===== src/rtl/systola_pkg.sv =====
// Shared definitions for the systolic array column logic: default sizes,
// width helper and drain order encoding.
package systola_pkg;

  localparam int ROWS_DEF     = 8;
  localparam int OUTWIDTH_DEF = 32;

  typedef enum logic {
    ORD_FWD = 1'b0,
    ORD_REV = 1'b1
  } drain_order_e;

  // Width of an index/count able to hold n distinct values, never below one bit.
  function automatic int clog2_min1(input int n);
    return (n <= 2) ? 1 : $clog2(n);
  endfunction

endpackage


===== src/rtl/col_slot.sv =====
// One result slot of a column drain buffer: data register plus full flag,
// with same-cycle refill during drain and an overflow pulse on dropped writes.
module col_slot
  import systola_pkg::*;
#(
  parameter int OUTWIDTH = OUTWIDTH_DEF
) (
  input  logic                clk,
  input  logic                rst,
  input  logic                wr_v,
  input  logic [OUTWIDTH-1:0] wr_data,
  input  logic                drain,
  output logic [OUTWIDTH-1:0] data,
  output logic                full,
  output logic                full_nxt,
  output logic                ovf_pulse
);

  logic [OUTWIDTH-1:0] data_r;
  logic                full_r;
  logic [OUTWIDTH-1:0] data_nxt_s;
  logic                full_nxt_s;
  logic                ovf_pulse_s;

  // Next-state for the slot: a write lands if the slot is empty or draining now.
  always_comb begin
    data_nxt_s  = data_r;
    full_nxt_s  = full_r;
    ovf_pulse_s = 1'b0;
    if (wr_v && (!full_r || drain)) begin
      data_nxt_s = wr_data;
      full_nxt_s = 1'b1;
    end else if (wr_v) begin
      ovf_pulse_s = 1'b1;
    end else if (drain) begin
      full_nxt_s = 1'b0;
    end else begin
      full_nxt_s = full_r;
    end
  end

  // Slot state registers.
  always_ff @(posedge clk) begin
    if (rst) begin
      data_r <= '0;
      full_r <= 1'b0;
    end else begin
      data_r <= data_nxt_s;
      full_r <= full_nxt_s;
    end
  end

  assign data      = data_r;
  assign full      = full_r;
  assign full_nxt  = full_nxt_s;
  assign ovf_pulse = ovf_pulse_s;

endmodule


===== src/rtl/col_drain_buffer.sv =====
// Per-column result collector: captures one result per PE row and drains them
// in strict row order (forward or reverse) over a valid/ready stream.
module col_drain_buffer
  import systola_pkg::*;
#(
  parameter int ROWS     = ROWS_DEF,
  parameter int OUTWIDTH = OUTWIDTH_DEF
) (
  input  logic                            clk,
  input  logic                            rst,
  input  logic [OUTWIDTH-1:0]             in_r [0:ROWS-1],
  input  logic                            in_v [0:ROWS-1],
  input  logic                            rev_order,
  input  logic                            clr_ovf,
  output logic [OUTWIDTH-1:0]             out_data,
  output logic [clog2_min1(ROWS)-1:0]     out_row,
  output logic                            out_valid,
  input  logic                            out_ready,
  output logic                            out_last,
  output logic [clog2_min1(ROWS+1)-1:0]   occupancy,
  output logic                            busy,
  output logic                            overflow
);

  localparam int PTR_W = clog2_min1(ROWS);
  localparam int CNT_W = clog2_min1(ROWS + 1);
  localparam logic [PTR_W-1:0] LAST_IDX = PTR_W'(ROWS - 1);

  logic [PTR_W-1:0]    ptr_r;
  drain_order_e        order_r;
  logic [CNT_W-1:0]    occ_r;
  logic                ovf_r;

  logic [OUTWIDTH-1:0] slot_data_s [0:ROWS-1];
  logic [ROWS-1:0]     full_s;
  logic [ROWS-1:0]     full_nxt_s;
  logic [ROWS-1:0]     ovf_pulse_s;
  logic [ROWS-1:0]     slot_drain_s;
  logic [PTR_W-1:0]    first_row_s;
  logic [PTR_W-1:0]    last_row_s;
  logic [PTR_W-1:0]    ptr_step_s;
  logic [CNT_W-1:0]    occ_nxt_s;
  logic                valid_s;
  logic                hs_s;
  logic                busy_s;

  for (genvar i = 0; i < ROWS; i++) begin : g_slot
    assign slot_drain_s[i] = hs_s && (ptr_r == PTR_W'(i));

    col_slot #(
      .OUTWIDTH (OUTWIDTH)
    ) u_slot (
      .clk       (clk),
      .rst       (rst),
      .wr_v      (in_v[i]),
      .wr_data   (in_r[i]),
      .drain     (slot_drain_s[i]),
      .data      (slot_data_s[i]),
      .full      (full_s[i]),
      .full_nxt  (full_nxt_s[i]),
      .ovf_pulse (ovf_pulse_s[i])
    );
  end

  assign valid_s = full_s[ptr_r];
  assign hs_s    = valid_s && out_ready;
  assign busy_s  = (occ_r != CNT_W'(0)) || (ptr_r != first_row_s);

  // Ends of the current drain order and the pointer's successor.
  always_comb begin
    case (order_r)
      ORD_FWD: begin
        first_row_s = PTR_W'(0);
        last_row_s  = LAST_IDX;
      end
      ORD_REV: begin
        first_row_s = LAST_IDX;
        last_row_s  = PTR_W'(0);
      end
      default: begin
        first_row_s = PTR_W'(0);
        last_row_s  = LAST_IDX;
      end
    endcase
    if (ptr_r == last_row_s) begin
      ptr_step_s = first_row_s;
    end else if (order_r == ORD_REV) begin
      ptr_step_s = ptr_r - PTR_W'(1);
    end else begin
      ptr_step_s = ptr_r + PTR_W'(1);
    end
  end

  // Occupancy tracks the slots' next full flags so it stays in step with them.
  always_comb begin
    occ_nxt_s = '0;
    for (int i = 0; i < ROWS; i++) begin
      occ_nxt_s = occ_nxt_s + CNT_W'(full_nxt_s[i]);
    end
  end

  // Drain pointer, order latch, occupancy and sticky overflow.
  always_ff @(posedge clk) begin
    if (rst) begin
      ptr_r   <= '0;
      order_r <= ORD_FWD;
      occ_r   <= '0;
      ovf_r   <= 1'b0;
    end else begin
      occ_r <= occ_nxt_s;
      if (|ovf_pulse_s) begin
        ovf_r <= 1'b1;
      end else if (clr_ovf) begin
        ovf_r <= 1'b0;
      end else begin
        ovf_r <= ovf_r;
      end
      // Order only changes between tiles; the pointer is re-homed with it.
      if (!busy_s) begin
        order_r <= drain_order_e'(rev_order);
        ptr_r   <= rev_order ? LAST_IDX : PTR_W'(0);
      end else if (hs_s) begin
        ptr_r <= ptr_step_s;
      end else begin
        ptr_r <= ptr_r;
      end
    end
  end

  assign out_data  = slot_data_s[ptr_r];
  assign out_row   = ptr_r;
  assign out_valid = valid_s;
  assign out_last  = valid_s && (ptr_r == last_row_s);
  assign occupancy = occ_r;
  assign busy      = busy_s;
  assign overflow  = ovf_r;

endmodule


===== config.mk =====
export PLATFORM = sky130hd
export DESIGN_NAME = col_drain_buffer
export DESIGN_NICKNAME = d
export VERILOG_FILES = /design/src/rtl/systola_pkg.sv /design/src/rtl/col_slot.sv /design/src/rtl/col_drain_buffer.sv
export SDC_FILE = /design/constraint.sdc
export NUM_CORES = 1
export LEC_CHECK = 0
export ABC_AREA = 1
export BUFFER_PORTS_ARGS = -buffer_cell sky130_fd_sc_hd__buf_2
export CAP_MARGIN = 20
export CELL_PAD_IN_SITES_DETAIL_PLACEMENT = 0
export CELL_PAD_IN_SITES_GLOBAL_PLACEMENT = 1
export CORE_ASPECT_RATIO = 0.5
export CORE_MARGIN = 1
export CORE_UTILIZATION = 43
export DETAILED_ROUTE_END_ITERATION = 12
export GPL_ROUTABILITY_DRIVEN = 0
export HOLD_SLACK_MARGIN = 0.05
export PLACE_DENSITY_LB_ADDON = 0.1
export SYNTH_ARGS = -nofsm -noshare
export SYNTH_HDL_FRONTEND = slang
export SYNTH_HIERARCHICAL = 1
export SYNTH_SLANG_ARGS = --single-unit

===== constraint.sdc =====
create_clock -name clk -period 6.15 [get_ports clk]
set_clock_uncertainty 0.2 [all_clocks]
set_input_delay 0.615 -clock clk [delete_from_list [all_inputs] [get_ports clk]]
set_output_delay 0.615 -clock clk [all_outputs]
set_load 0.005 [all_outputs]

==> summary.txt <==
Run status
  • Outcome: finished clean

Worst hold path
  • Worst Hold Class: in2reg
  • Hold depth: 3
  • Worst Min Path Start: in_v[6]
  • Hold Crit Endpoint: g_slot[1].u_slot/full

CTS
  • Clock Latency Late Sink: 0.55 ns
  • Clk sinks: 273
  • # hold bufs at CTS: 0
  • Clk buf depth: 3
  • Number of setup buffers added after CTS: 0
  • Htree depth: 1
  • Post-CTS Resized: 0
  • CTS buffer count: 26
  • Clock Tree Root: clkbuf_16
  • Clock transition at path regs: 0.07 ns
  • CTS tree: done

Die
  • Num rows: 49
  • Die Y: 139 um
  • Core area: 0.0364 mm2
  • Die width: 275 um
  • Die area: 0.0382 mm2
  • Io pins: 312
  • Initial core utilization: 0.442

Setup path
  • WS Path Type: reg2reg
  • Worst path most repeated cell: fa_1
  • CP arrival: 4.76 ns
  • Critical Path RT: 6.36 ns
  • Worst r2r dst: occupancy[2]
  • Slowest-stage cell, CP: buf_4
  • R2R cell count: 18
  • Critical R2R Launch: out_row[1]
  • Type of element capturing the critical path: flip-flop
  • Crit-path max FO: 72
  • R2R Setup Slk: 1.60 ns
  • Critical path cell sequence: buf_4, nand3_1, nand3_1, nand3_2, nor3_1, inv_2, nand2_4, nand2_1, inv_1, fa_1, fa_1, fa_1, inv_1, ha_1, inv_1, fa_1, xor2_1, nor2_1
  • Worst path max stage delay: 0.62 ns
  • Worst setup SP type: flip-flop

Cells and area
  • # diodes: 0
  • Fin cells: 3017
  • Synth-to-Final Area Change: 12.0%
  • Fillers: 3949
  • Layout cells sized above 1: 0.250
  • Final #Nets: 2796

Power
  • VDD IR max: 0.231 mV
  • Lkg Pwr: 8.99 nW
  • Power per standard cell area: 366 mW/mm2
  • Tot Pwr: 6.59 mW

Route
  • Drt total wl: 51000 um
  • WL/cell: 16.9 um
  • Routed Antenna Nets: 0
  • Routed vias/inst: 5.11
  • Drt pass-1 iters: 7
  • Vias post-DR: 15417
  • First DRT Iteration DRCs: 1148
  • Detailed-route DRC error count: 0

GRT
  • Grt ovf: 0
  • Initial antenna violation count: 0
  • Largest net degree at the start of global routing: 74
  • Vias in the first global route: 14093
  • Global Route Usage Sum: 0.261
  • First-pass GRT wire length: 78100 um

Placed design
  • Placed insts: 2967
  • PortBufs: 311
  • Dpl hpwl: 36300 um

STA
  • Hold Vio Cnt, Final: 0
  • Least-Margin Pin Slew: 1.06 ns
  • Unrepaired setup endpoints after global routing: no
  • Fin. max-slew vios: 0
  • # setup viols final: 0
  • Tmin final: 4.55 ns
  • Setup TNS Final: 0 ns
  • Tcrit/Tclk final: 0.739
  • Slew margin rel.: 0.291
  • Max Fclk: 0.220 GHz

Synth
  • Post-Syn Nets: 2620
  • YS warnings: 6
  • Synth Instances: 2337
  • Syn_area_per_cell: 6.87 um2
  • Top cell type's share of synthesized area: 0.340
  • Cell area after synthesis: 0.0161 mm2
  • Area contributors post-synth: dfxtp_1, a21oi_2, nor2_1, nand3_1, nand2_1
  • Dominant cell type by area after synthesis: dfxtp_1
  • Sequential area share after synthesis: 0.340
  • Distinct cells, synth: 29
  • Yosys reg bits: 273

Flow run
  • Max-cap check violation count: 0
[synth_stat cells]
| master | n |
|---|---|
| nand3_2 | 3 |
| clkbuf_1 | 23 |
| inv_1 | 295 |
| ha_1 | 10 |
| dfxtp_1 | 273 |
| buf_1 | 2 |
| or2_1 | 1 |
| xnor2_1 | 1 |
| buf_6 | 60 |
| nor3_1 | 7 |
| o21ai_2 | 1 |
| inv_2 | 18 |
| buf_2 | 76 |
| a31oi_1 | 18 |
| xor2_1 | 2 |
| buf_8 | 16 |
| o22ai_1 | 47 |
| buf_4 | 12 |
| a21oi_1 | 54 |
| nand2_2 | 1 |
| nor2_1 | 456 |
| o21ai_0 | 130 |
| nand3_1 | 265 |
| nand2_1 | 335 |
| nand2_4 | 8 |
| nor4_1 | 2 |
| fa_1 | 4 |
| a21oi_2 | 216 |
| clkbuf_2 | 1 |
[how the worst max path moves through the flow]
stage / start / end / slack (ns) / depth (start not counted)
after floorplan: out_row[0] / occupancy[2] / 1.88 / 21
after global placement: out_row[1] / occupancy[2] / 1.65 / 18
after detailed placement: out_row[0] / occupancy[2] / 1.65 / 19
after CTS: out_row[1] / occupancy[2] / 1.63 / 18
after global routing: out_row[1] / occupancy[2] / 1.31 / 18
final: out_row[1] / occupancy[2] / 1.60 / 18
[power by group]
group          switching (mW)  leakage (nW)  internal, mW
logic                    1.76          6.24         0.851
registers               0.136          2.26          1.95
clock network           0.732         0.491          1.16
[state kept, by name (all words and copies together) (netlist names)]
name                count
g_slot.u_slot/data    256
g_slot.u_slot/full      8
occupancy               4
order_r                 1
out_row                 3
overflow                1
[layer usage]
metal / GRT usage / part of all wire / up-vias
met1: 0.368 / 0.47 / 7237
met4: 0.0669 / 0.024 / 0
met3: 0.0433 / 0.057 / 60
met2: 0.412 / 0.45 / 380
met5: 0 / 0 / -
li1: - / - / 7740
[cell families after synthesis]
family,after synthesis,synth area share
fa+ha+maj,14,0.0128
simple gates,1078,0.279
flops,273,0.340
buf+inv,503,0.166
xor+xnor,3,0.00164
compound gates,466,0.201
[final cells by class]
cell class                      instances  area [um2]  area share
Multi-Input combinational cell       1561        7940       0.441
Sequential cell                       273        5470       0.304
Timing Repair Buffer                  338        1800       0.100
Inverter                              313        1180      0.0654
Clock buffer                           35         756      0.0420
Tap cell                              484         606      0.0337
Clock inverter                         13         243      0.0135
[critical path, delay by kind of cell (launching register included)]
kind	cells	cell delay, ns
XOR/XNOR	1	0.14
flip-flops	1	0.33
adder cells (fa/ha/maj)	5	1.91
buffers and inverters	5	0.88
AND/OR/NAND/NOR	7	0.94
[placed cells by master, fill, tap and decap left out, types with 4 or more instances in the layout]
| master | count |
|---|---|
| a31oi_1 | 18 |
| a21oi_1 | 54 |
| nor2_1 | 456 |
| buf_4 | 25 |
| clkbuf_8 | 5 |
| nand2_4 | 8 |
| o21ai_0 | 130 |
| dfxtp_1 | 270 |
| bufinv_16 | 7 |
| nor3_1 | 7 |
| o22ai_1 | 47 |
| nand2_1 | 335 |
| buf_2 | 311 |
| inv_2 | 17 |
| nand3_1 | 265 |
| a21oi_2 | 216 |
| ha_1 | 10 |
| clkinv_2 | 6 |
| inv_1 | 295 |
| fa_1 | 4 |
| clkbuf_16 | 27 |
[metrics by stage]
stage	setup WS (ns)	hold slack (ns)	instance area, um2	utilization
2_1_floorplan	1.88	0.246	16100	-
3_3_place_gp	1.65	0.255	16900	0.466
3_5_place_dp	1.65	0.267	16900	0.466
4_1_cts	1.63	0.155	17900	0.493
5_1_grt	1.31	0.179	18000	0.495
6_report	1.60	0.170	18000	0.495
Power figures use the tool's default switching activity.
